--- config.mk ---
export PLATFORM = sky130hd
export DESIGN_NAME = pe_lsb_first_flat
export DESIGN_NICKNAME = d
export VERILOG_FILES = /design/src/rtl/pe_lsb_first_if.sv /design/src/rtl/pe_lsb_first.sv /design/src/flat_wrapper.sv
export SDC_FILE = /design/constraint.sdc
export NUM_CORES = 1
export LEC_CHECK = 0
export CAP_MARGIN = 10
export CORE_AREA = 2 2 39 41
export DETAILED_ROUTE_END_ITERATION = 12
export DIE_AREA = 0 0 41 43
export PLACE_DENSITY = 0.71
export SYNTH_ARGS = -nofsm -noshare
export SYNTH_HDL_FRONTEND = slang
export SYNTH_SLANG_ARGS = --single-unit
--- constraint.sdc ---
create_clock -name vclk -period 2.6
set_clock_uncertainty 0.15 [all_clocks]
set_input_delay 0.52 -clock vclk [all_inputs]
set_output_delay 0.52 -clock vclk [all_outputs]
set_load 0.03 [all_outputs]
--- src/rtl/pe_lsb_first_if.sv ---
// pe_lsb_first_if
//   Bundles the request vector and every grant output of the LSB-first
//   priority encoder into one interface.
//
//   Parameter:
//     WIDTH          number of request lines (>= 1)
//   Signals:
//     req_vec        [WIDTH-1:0] request vector, bit i = requester i
//     ack_one_hot    [WIDTH-1:0] combinational one-hot grant
//     ack_valid                  combinational "some request present"
//     ack_index      [IW-1:0]    combinational binary index of the grant
//     ack_one_hot_q  [WIDTH-1:0] registered ack_one_hot
//     ack_valid_q                registered ack_valid
//     ack_index_q    [IW-1:0]    registered ack_index
//   Modports:
//     master  requester side: drives req_vec, observes the grants
//     slave   encoder side: observes req_vec, drives the grants
interface pe_lsb_first_if #(
  parameter int WIDTH = 8
);
  // Index width; a single-line encoder still carries a 1-bit index.
  localparam int IW = (WIDTH > 1) ? $clog2(WIDTH) : 1;

  logic [WIDTH-1:0] req_vec;
  logic [WIDTH-1:0] ack_one_hot;
  logic             ack_valid;
  logic [IW-1:0]    ack_index;
  logic [WIDTH-1:0] ack_one_hot_q;
  logic             ack_valid_q;
  logic [IW-1:0]    ack_index_q;

  modport master (
    output req_vec,
    input  ack_one_hot,
    input  ack_valid,
    input  ack_index,
    input  ack_one_hot_q,
    input  ack_valid_q,
    input  ack_index_q
  );

  modport slave (
    input  req_vec,
    output ack_one_hot,
    output ack_valid,
    output ack_index,
    output ack_one_hot_q,
    output ack_valid_q,
    output ack_index_q
  );
endinterface

--- src/rtl/pe_lsb_first.sv ---
// pe_lsb_first
//   Least-significant-bit-first priority encoder. Grants the lowest-indexed
//   asserted request as a one-hot vector, a binary index and a valid flag.
//   An optional registered copy of the result is available for consumers
//   that need a flop boundary.
//
//   Configuration macro:
//     PE_LSB_FOR_REG_OUT_EN  defined   -> _q outputs are flops, 1-cycle latency,
//                                          cleared asynchronously by nRST
//                            undefined -> no flops, _q outputs tied to 0,
//                                          CLK/nRST unused
//
//   Ports:
//     CLK   clock, used only by the registered outputs
//     nRST  asynchronous active-low reset of the registered outputs
//     bus   pe_lsb_first_if.slave: req_vec in, all grant outputs out
//
//   The combinational outputs never depend on CLK or nRST and stay live
//   while reset is asserted.
module pe_lsb_first #(
  parameter int WIDTH = 8
) (
  input  logic           CLK,
  input  logic           nRST,
  pe_lsb_first_if.slave  bus
);

  localparam int IW = (WIDTH > 1) ? $clog2(WIDTH) : 1;

  logic [WIDTH-1:0] one_hot_next;
  logic             valid_next;
  logic [IW-1:0]    index_next;

  // Loop-coded scan from bit 0 upward. Once a set bit is found the
  // remaining bits are never consulted, so bits above the winner (even X)
  // cannot reach the outputs. Equivalent to req & (~req + 1).
  always_comb begin
    logic found;
    one_hot_next = '0;
    found        = 1'b0;
    for (int i = 0; i < WIDTH; i++) begin
      if (!found && bus.req_vec[i]) begin
        one_hot_next[i] = 1'b1;
        found           = 1'b1;
      end
    end
  end

  assign valid_next = |bus.req_vec;

  // Index bit gb is the OR of the one-hot bits whose position has bit gb
  // set. Because the one-hot is already isolated, no further priority
  // logic is needed and an empty request yields index 0.
  genvar gb, gi;
  generate
    for (gb = 0; gb < IW; gb++) begin : g_idx
      logic [WIDTH-1:0] sel_mask;
      for (gi = 0; gi < WIDTH; gi++) begin : g_mask
        assign sel_mask[gi] = (((gi >> gb) % 2) == 1);
      end
      assign index_next[gb] = |(one_hot_next & sel_mask);
    end
  endgenerate

  assign bus.ack_one_hot = one_hot_next;
  assign bus.ack_valid   = valid_next;
  assign bus.ack_index   = index_next;

`ifdef PE_LSB_FOR_REG_OUT_EN
  logic [WIDTH-1:0] ack_one_hot_reg;
  logic             ack_valid_reg;
  logic [IW-1:0]    ack_index_reg;

  // Free-running capture; no enable, so the _q outputs always show the
  // result for the request present at the previous rising edge.
  always_ff @(posedge CLK or negedge nRST) begin
    if (!nRST) begin
      ack_one_hot_reg <= '0;
      ack_valid_reg   <= 1'b0;
      ack_index_reg   <= '0;
    end else begin
      ack_one_hot_reg <= one_hot_next;
      ack_valid_reg   <= valid_next;
      ack_index_reg   <= index_next;
    end
  end

  assign bus.ack_one_hot_q = ack_one_hot_reg;
  assign bus.ack_valid_q   = ack_valid_reg;
  assign bus.ack_index_q   = ack_index_reg;
`else
  // Registered copy disabled: outputs are constant and the clock/reset
  // pins are intentionally left without a load.
  logic unused_clk_rst;
  assign unused_clk_rst = &{1'b0, CLK, nRST};

  assign bus.ack_one_hot_q = '0;
  assign bus.ack_valid_q   = 1'b0;
  assign bus.ack_index_q   = '0;
`endif

endmodule

--- src/flat_wrapper.sv ---
// flat-port wrapper written by rule: the top's interface ports become plain ports
module pe_lsb_first_flat 
#(
  parameter int WIDTH = 8
)
  (CLK, nRST, bus_req_vec, bus_ack_one_hot, bus_ack_valid, bus_ack_index, bus_ack_one_hot_q, bus_ack_valid_q, bus_ack_index_q);
  pe_lsb_first_if #(.WIDTH(WIDTH)) bus_i ();
  input  logic CLK;
  input  logic nRST;
  input wire logic [$bits(bus_i.req_vec)-1:0] bus_req_vec;
  output wire logic [$bits(bus_i.ack_one_hot)-1:0] bus_ack_one_hot;
  output wire logic [$bits(bus_i.ack_valid)-1:0] bus_ack_valid;
  output wire logic [$bits(bus_i.ack_index)-1:0] bus_ack_index;
  output wire logic [$bits(bus_i.ack_one_hot_q)-1:0] bus_ack_one_hot_q;
  output wire logic [$bits(bus_i.ack_valid_q)-1:0] bus_ack_valid_q;
  output wire logic [$bits(bus_i.ack_index_q)-1:0] bus_ack_index_q;
  assign bus_i.req_vec = bus_req_vec;
  assign bus_ack_one_hot = bus_i.ack_one_hot;
  assign bus_ack_valid = bus_i.ack_valid;
  assign bus_ack_index = bus_i.ack_index;
  assign bus_ack_one_hot_q = bus_i.ack_one_hot_q;
  assign bus_ack_valid_q = bus_i.ack_valid_q;
  assign bus_ack_index_q = bus_i.ack_index_q;
  pe_lsb_first #(.WIDTH(WIDTH)) u_core (.CLK(CLK), .nRST(nRST), .bus(bus_i));
endmodule
Word level (Yosys, flattened, before mapping). Cells that the tools add are included.

Mux-type cells: 14. Reductions and logical operators: 18.

Operators by type and width (number): $mux 1 (14); $reduce_or 4->1 (3); $reduce_or 8->1 (1); $logic_and 1x1->1 (7); $logic_not 1->1 (7).

Output and inout port bits: 24. Register bits after elaboration: 0. Input bits: 10. Logic and storage cells: 32.

Logic depth before layout (Yosys ltp).
Depth after elaboration: 23. Gate-level depth with buffers: 3. Depth with buffers taken out: 3.

Worst setup path before layout. Ideal clock, no wire load.

Path type: input port to output port. Start: input bus_req_vec[4]. End: output bus_ack_index[1]. Stages: 3. Required time: 1.930 ns. Arrival time: 1.611 ns. Path slack: 0.319 ns. Path buffers: 0. Cells stage by stage: nor2_1 > o21ai_0 > a211oi_1.

Cells in the longest elaborated chain, start to end: 12. Elaborated cells on any way between the ends: 13. Those cells by class: mux (5); reduce/logical (8).

RTL lines: from (decl) (RTL line flat_wrapper.sv:10) `input wire logic [$bits(bus_i.req_vec)-1:0] bus_req_vec;`; $logic_and 1x1->1 * (RTL line pe_lsb_first.sv:42) `if (!found && bus.req_vec[i]) begin`; $mux 1 * (RTL line pe_lsb_first.sv:42); $logic_not 1->1 (RTL line pe_lsb_first.sv:42); $logic_and 1x1->1 (RTL line pe_lsb_first.sv:42); $mux 1 * (RTL line pe_lsb_first.sv:42); $logic_not 1->1 (RTL line pe_lsb_first.sv:42); $logic_and 1x1->1 (RTL line pe_lsb_first.sv:42); $mux 1 (RTL line pe_lsb_first.sv:42); $logic_not 1->1 (RTL line pe_lsb_first.sv:42); $logic_and 1x1->1 (RTL line pe_lsb_first.sv:42); $mux 1 (RTL line pe_lsb_first.sv:42); $reduce_or 4->1 * (RTL line pe_lsb_first.sv:61) `assign index_next[gb] = |(one_hot_next & sel_mask);`; to (decl) (RTL line flat_wrapper.sv:13) `output wire logic [$bits(bus_i.ack_index)-1:0] bus_ack_index;`.

Every way passes the cells marked *; elsewhere a longest branch is shown, timed or not.

Worst setup path in the final report. Same ends and word-level chain as after synthesis.

==> results.cfg <==
[sta]
finalCritPeriodShare_pct = 95.8
drv_slew = 0
rsz0062_at_grt = no
fin_crit_ns = 2.49
fmax_mhz = 401
setup_violations = 0
final-hold-violation-count = 0
fin_ws_ns = 0.109

[critical_path]
worstPathArrival_ns = 1.82
critical-path-slowest-cell = clkdlybuf4s50_1
path_cells = clkdlybuf4s50_1 -> nor2_1 -> buf_4 -> o21ai_0 -> a211oi_1 -> buf_4
cp_common_cell = buf_4
worstSetupPathType = in2out
worstPathRequired_ns = 1.93
critPathMaxStageDelay_ns = 0.47
start_kind = input port
cp_max_fo = 4
crit_path_end_kind = output pin

[layout]
seqCellArea_um2 = 0
clkbuf_count = 0
final_cells = 77
layout.nets = 73
multi_input_area_um2 = 180
layout-drive-gt1-share_pct = 34.4
area_growth_pct = 81.0
diodes = 0
final_common_cell = buf_4
fin_util_pct = 31.9
finish.instance_area_um2 = 442
seq_cell_count = 0
final_cell_mix = buf_4, conb_1, clkdlybuf4s50_1
fillCellCount = 153

[global_route]
grt.total_usage_pct = 7.79
antenna_found_initial = 0
grt_remaining_overflow = 0
grt_pass1_vias = 246
grt_pass1_wl_um = 1040
grt_max_degree = 7

[place]
place_area_um2 = 428
pre_cts_slack_ns = -0.0888
gp_congestion = 0.570
port-buffer-count = 20
detailed_place_hpwl_um = 601
placedCellCount = 75

[power]
peakVddDrop_mv = 0.0554
p_per_area_nw_per_um2 = 180
power.total_w = 0.0000795
leakage_nw = 0.240

[synth]
ys_types = 17
synth.cell_area_um2 = 244
syn-instance-count = 35
yosysWarnings = 0
syn_avg_cell_area_um2 = 6.97
synth.yosys.seq_area_share_pct = 0

[die]
start_util_pct = 17.6
core_um2 = 1380
row_count = 14
fp.dieW_um = 41
die-area_um2 = 1760
io_pins = 34
die_h_um = 43

[detailed_routing]
route.vias.total = 292
dr.first_iter.drc_count = 1
vias_per_cell = 3.79
first_pass_iters = 4
drtAntennaViolNets = 0
wirelength_um = 702
remaining_drc_errors = 0
wl_per_cell_um = 9.12

[status]
status = completed

[worst_hold_path]
hp-class = in2out

[flow_run]
max_cap_violations = 0
[cell usage after synthesis (all sizes together)]
cell    count  area share (%)
and3        1             3.1
conb        1             1.5
a211oi      1             3.1
nor3b       2             8.2
nor4b       1             3.6
nor2        5             7.7
a21oi       1             2.0
a21boi      1             3.1
and4b       1             4.1
o21ai       2             4.1
and2        1             2.6
inv         2             3.1
nand3       1             2.0
buf        13              40
a21o        1             3.1
nor4        1             8.7
[cells by family after synthesis]
kind of cell           count (synthesis)  synth area share [%]
and+or+nand+nor                       13                  40.0
AOI/OAI and AO/OA                      6                  15.4
buffers and inverters                 15                  43.1
other                                  1                  1.54
[stage by stage]
step	hold WS, ns	TNS (ns)
after floorplan	0.958	0
after global routing	1.44	0
after detailed placement	1.59	-0.112
final	1.43	0
after global placement	1.60	-0.0814
after CTS	1.51	0
[timing repair]
item / in CTS / in global routing
hold buffers: 0 / 0
setup buffers: 2 / 0
setup endpoints to repair: 2 / 2
resized for setup: 3 / 1
endpoints found under the hold margin: 0 / 0
pin swaps: 1 / 2
[routing by layer]
metal	vias up	routed length (um)	track usage (%)
met1	124	297	10.4
met2	22	303	13.8
met3	0	101	0.524
met5	-	0	0
met4	0	0	0
li1	146	-	-
[final cells by class]
cell class                      count  area share, %
Inverter                            2           1.70
Multi-Input combinational cell     31           40.8
Timing Repair Buffer               28           53.0
Tap cell                           16           4.53
[where the power goes]
part	internal (W)	total [W]	switching, W
Sequential	0	0	0
Combinational	0.0000278	0.0000795	0.0000517
Clock	0	0	0
[critical path: cells and delay by family]
family	cells	cell delay (ns)
buffers and inverters	3	0.81
AO/OA/AOI/OAI	2	0.33
AND/OR/NAND/NOR	1	0.16
[final timing paths]
| check | slack (ns) | start | endpoint | depth (start not counted) |
|---|---|---|---|---|
| max | 0.11 | bus_req_vec[4] | bus_ack_index[1] | 6 |
| min | 1.43 | bus_req_vec[0] | bus_ack_one_hot[1] | 4 |
(Power assumes the default switching activity.)
